$ cat config.mk
export PLATFORM = sky130hd
export DESIGN_NAME = rv32i_alu_regfile
export DESIGN_NICKNAME = d
export VERILOG_FILES = /design/src/rtl/rv32i_pkg.sv /design/src/rtl/rv32i_alu.sv /design/src/rtl/rv32i_alu_regfile.sv
export SDC_FILE = /design/constraint.sdc
export NUM_CORES = 2
export LEC_CHECK = 0
export CORE_MARGIN = 3
export CORE_UTILIZATION = 55
export CTS_BUF_LIST = sky130_fd_sc_hd__clkbuf_8
export CTS_CLUSTER_DIAMETER = 80
export DETAILED_ROUTE_END_ITERATION = 6
export PLACE_DENSITY = 0.75
export SLEW_MARGIN = 10
export SYNTH_ARGS = -nofsm -noshare
export SYNTH_HDL_FRONTEND = slang
export SYNTH_SLANG_ARGS = --single-unit
export TNS_END_PERCENT = 50
$ cat constraint.sdc
create_clock -name clk -period 49.9 [get_ports clk]
set_input_delay 9.98 -clock clk [delete_from_list [all_inputs] [get_ports clk]]
set_output_delay 9.98 -clock clk [all_outputs]
set_load 0.01 [all_outputs]
$ cat src/rtl/rv32i_pkg.sv
// Shared definitions for the RV32I execute datapath: widths, ALU funct3 codes, write-back selects.
package rv32i_pkg;

  localparam int unsigned XLEN   = 32;
  localparam int unsigned NREGS  = 32;
  localparam int unsigned REG_AW = $clog2(NREGS);

  typedef enum logic [2:0] {
    ALU_ADD  = 3'b000,
    ALU_SLL  = 3'b001,
    ALU_SLT  = 3'b010,
    ALU_SLTU = 3'b011,
    ALU_XOR  = 3'b100,
    ALU_SR   = 3'b101,
    ALU_OR   = 3'b110,
    ALU_AND  = 3'b111
  } alu_funct_e;

  typedef enum logic [1:0] {
    WB_ALU  = 2'b00,
    WB_IMM  = 2'b01,
    WB_LINK = 2'b10,
    WB_ZERO = 2'b11
  } wb_sel_e;

endpackage

$ cat src/rtl/rv32i_alu.sv
// Combinational RV32I integer ALU selected by funct3, with funct7[5] alternate-op select.
module rv32i_alu
  import rv32i_pkg::*;
#(
  parameter int unsigned XLEN = rv32i_pkg::XLEN
) (
  input  logic [XLEN-1:0] a,
  input  logic [XLEN-1:0] b,
  input  logic [2:0]      op,
  input  logic            alt,
  input  logic            is_imm,
  output logic [XLEN-1:0] out
);

  localparam int unsigned SHW = $clog2(XLEN);

  logic [SHW-1:0] shamt;
  logic           lt_s;
  logic           lt_u;

  assign shamt = b[SHW-1:0];
  assign lt_s  = $signed(a) < $signed(b);
  assign lt_u  = a < b;

  always_comb begin
    out = '0;
    case (alu_funct_e'(op))
      // OP-IMM reuses funct7 bits as immediate, so alt must not select SUB there
      ALU_ADD:  out = (alt && !is_imm) ? a - b : a + b;
      ALU_SLL:  out = a << shamt;
      ALU_SLT:  out = {{(XLEN-1){1'b0}}, lt_s};
      ALU_SLTU: out = {{(XLEN-1){1'b0}}, lt_u};
      ALU_XOR:  out = a ^ b;
      ALU_SR:   out = alt ? XLEN'($signed(a) >>> shamt) : a >> shamt;
      ALU_OR:   out = a | b;
      ALU_AND:  out = a & b;
      default:  out = '0;
    endcase
  end

endmodule

$ cat src/rtl/rv32i_alu_regfile.sv
// RV32I execute datapath: register file with combinational reads, ALU, operand-B and write-back muxes.
module rv32i_alu_regfile #(
  parameter int unsigned XLEN  = rv32i_pkg::XLEN,
  parameter int unsigned NREGS = rv32i_pkg::NREGS
) (
  input  logic                     clk,
  input  logic                     reset,
  input  logic [$clog2(NREGS)-1:0] rs1_addr,
  input  logic [$clog2(NREGS)-1:0] rs2_addr,
  input  logic [$clog2(NREGS)-1:0] rd_addr,
  input  logic                     write_en,
  input  logic [XLEN-1:0]          imm,
  input  logic                     b_sel,
  input  logic [2:0]               alu_op,
  input  logic [6:0]               funct7,
  input  logic                     is_imm,
  input  logic [XLEN-1:0]          link_addr,
  input  logic [1:0]               wb_sel,
  output logic [XLEN-1:0]          rs1_data,
  output logic [XLEN-1:0]          rs2_data,
  output logic [XLEN-1:0]          alu_result,
  output logic [XLEN-1:0]          wb_data
);

  import rv32i_pkg::*;

  logic [XLEN-1:0] regs [1:NREGS-1];
  logic [XLEN-1:0] alu_b;
  logic            unused_funct7;

  assign unused_funct7 = ^{funct7[6], funct7[4:0]};

  // x0 has no storage; its reads are forced to zero
  assign rs1_data = (rs1_addr == '0) ? '0 : regs[rs1_addr];
  assign rs2_data = (rs2_addr == '0) ? '0 : regs[rs2_addr];
  assign alu_b    = b_sel ? imm : rs2_data;

  rv32i_alu #(.XLEN(XLEN)) u_alu (
    .a      (rs1_data),
    .b      (alu_b),
    .op     (alu_op),
    .alt    (funct7[5]),
    .is_imm (is_imm),
    .out    (alu_result)
  );

  always_comb begin
    wb_data = '0;
    case (wb_sel_e'(wb_sel))
      WB_ALU:  wb_data = alu_result;
      WB_IMM:  wb_data = imm;
      WB_LINK: wb_data = link_addr;
      WB_ZERO: wb_data = '0;
      default: wb_data = '0;
    endcase
  end

  always_ff @(posedge clk or posedge reset) begin
    if (reset) begin
      for (int unsigned i = 1; i < NREGS; i++) regs[i] <= '0;
    end else if (write_en && rd_addr != '0) begin
      regs[rd_addr] <= wb_data;
    end
  end

endmodule

==> out/qor.txt <==
Worst Setup Path Type -> primary input to primary output
initial antenna violation count -> 17
wire per inst -> 34.48 microns
drt total wl -> 274100 microns
die height -> 344.4 microns
worst hold start -> regs[701]
all-layer global routing usage -> 45.97%
post-synth top area cell -> dfrtp_1
IO Port Bufs -> 217
synthesized area -> 62990 sq um
Fin. Hold Viols -> 0
arrival time worst endpoint -> 19840 ps
CTS tree -> done
GP Congestion -> 1.043
Layout Skew -> 61.16 ps
EDFF count, synth -> 0
crit-path cells -> buf_8 > buf_4 > buf_4 > buf_4 > mux4_2 > mux4_2 > mux2i_1 > o21a_1 > ha_1 > a21oi_1 > nor2_1 > a2111oi_0 > a21oi_1 > a311oi_1 > a21oi_1 > a211oi_1 > a211oi_1 > nand3_1 > a41oi_1 > a31oi_4 > inv_1 > clkdlybuf4s50_1
worst stage delay on the critical path -> 970 ps
core area -> 113100 sq um
share of cells above drive strength 1 -> 19.93%
largest net degree at the start of global routing -> 169
pwr dens -> 42.44 nW/um^2
fillcell total -> 9199
vias in the first global route -> 54950
top area cells in the synthesized netlist -> dfrtp_1 (39%), mux4_2 (16%), a21oi_1 (6.1%)
Routed Antenna Nets -> 0
detailed router's first-iteration violation count -> 7896
grt ovf -> 0
I/O Pins -> 224
fin crit period -> 29820 ps
width of the die -> 344.4 microns
Largest regs -> regs: 992 flops
# Max-Cap Violations -> 0
Comb power frac -> 35.1%
Die Area -> 118600 sq um
Clock Tree Buf Depth -> 3
worst-case headroom to the max-slew limit -> 9.757%
CTS resizes -> 0
final setup margin -> 20080 ps
slew at the pin closest to its max-slew limit -> 1354 ps
data required time at the worst endpoint -> 39920 ps
clock network fraction of total power -> 26.7%
Crit. End Element -> primary output
Largest register FFs -> 992
Lkg Pwr -> 0.02929 uW
Vias -> 56920
root buffer cell -> clkbuf_8
htree depth -> 4
RSZ-0062 raised after global routing -> no
top post-synthesis cells by count -> dfrtp_1 (992), nor2_1 (953), a21oi_1 (764)
Yosys warnings -> 0
status -> completed
Sw Share -> 37.31%
most frequent cell after synthesis -> dfrtp_1
fin area -> 69890 sq um
postcts setup bufs -> 0
FMAX -> 33.54 MHz
CTS Hold Bufs -> 0
Setup WS pre-CTS -> 20120 ps
peak supply drop -> 0.00003522 V
Most used DFF post-synth -> dfrtp_1
Worst-path clk slew -> 60 ps
Switching Power -> 1107 uW
Unique masters post-synth -> 106
HPWL after DPL -> 183300 microns
DRT Pass-1 Iters -> 7
Yosys reg bits -> 992
final number of setup-violating endpoints -> 0
Biggest register -> regs
CP max FO -> 66
share of the yosys chip area belonging to registers -> 39.41%
Slew Limit Fails -> 0
clock sinks -> 992
# DRC -> 0
HP Class -> register to register
critical path launch point type -> primary input
Period Utilization, post-route -> 59.76%
Rows -> 123
Reg power frac -> 38.2%
power consumption -> 2967 uW
nets@finish -> 6494
worst-skew pair later-pin latency -> 900 ps
async set-reset flop share out of synthesis -> 100.0%
syn nets -> 6527
syn avg cell area -> 9.948 sq um
Placed Area -> 66190 sq um
worst setup path start -> rs2_addr[0]
Num CTS Buffers -> 165
Post-Syn Instances -> 6332
slowest CP cell -> a31oi_4
Int Power -> 1860 uW
area delta synth->final -> 10.96%
Starting Density -> 55.69%
vias per cell -> 7.163
top cell type's share of synthesized area -> 39.41%
reg2reg start -> regs[520]
Setup TNS -> 0 ps
first-pass GRT wire length -> 390600 microns
## worst paths after layout
kind,endpoint,slack [ps],cells past startpoint
min,regs[701],500,2
max in group asynchronous,regs[473],37150,5
min in group asynchronous,regs[91],9590,2
max,wb_data[31],20080,22
min reg2reg,regs[701],500,2
max reg2reg,regs[383],42230,17
## power groups by stage
stage	combinational, uW	clock [uW]	sequential (uW)
global placement	990	0	1120
finish	1040	791	1130
CTS	1010	792	1120
detailed placement	1010	0	1140
global route	1100	828	1150
floorplan	668	0	1100
## layer usage
| layer | GRT usage (%) | vias to the layer above | share of wire (%) |
|---|---|---|---|
| li1 | - | 23260 | - |
| met1 | 58.44 | 28230 | 36 |
| met2 | 65.25 | 4328 | 42 |
| met3 | 16.17 | 1098 | 13 |
| met4 | 33.18 | 6 | 8.6 |
| met5 | 0.2451 | - | 0.015 |
## kinds of logic (layout without fill, tap and decap cells)
family	count (synthesis)	count (layout)	synth area share [%]
muxes	810	810	22.23
xor gates and xnor gates	20	20	0.2781
other	0	19	0
buffers and inverters	776	872	5.504
AOI/OAI and AO/OA	1871	1871	18.50
and+or+nand+nor	1764	1764	12.09
DFF	992	992	39.41
adders and majority gates	99	99	1.990
## critical path, delay by kind of cell
| kind | cells | cell delay [ps] |
|---|---|---|
| AOI/OAI and AO/OA | 10 | 4090 |
| buffers and inverters | 6 | 3310 |
| muxes | 3 | 1710 |
| and+or+nand+nor | 2 | 260 |
| adders and majority gates | 1 | 380 |
## final cells by class
| cell class | count | area, sq um | area share, % |
|---|---|---|---|
| timing repair buffer | 419 | 3731 | 5.338 |
| sequential | 992 | 24820 | 35.52 |
| inverter | 157 | 598.1 | 0.8557 |
| multi-input combinational | 4564 | 35170 | 50.31 |
| clock inverter | 75 | 609.3 | 0.8718 |
| antenna | 19 | 47.55 | 0.06803 |
| clock buffer | 221 | 3042 | 4.352 |
| tap | 1500 | 1877 | 2.685 |
## per-stage QoR
step	util [%]	hold slack [ps]	cells
final	61.79	500.6	7947
after CTS	61.75	500.0	7928
after floorplan	-	459.1	6332
after global routing	61.76	516.8	7933
after detailed placement	58.52	487.0	7632
after global placement	58.52	472.9	7632
## cell usage in the layout (no fill, tap or decap), types with 43 or more instances in the layout
cell	n
o21ai_0	316
buf_4	200
a31oi_1	122
nor2b_1	43
a21oi_1	760
inv_1	182
o211ai_1	43
a211oi_1	59
clkdlybuf4s50_1	204
mux4_2	453
a22o_1	51
clkbuf_8	221
nor3_1	79
o22ai_1	59
dfrtp_1	992
nand3_1	45
ha_1	97
mux2i_1	172
nor2_1	920
nand2_1	413
a22oi_1	69
mux2_2	180
No activity file was read; power rests on OpenSTA's default activity.
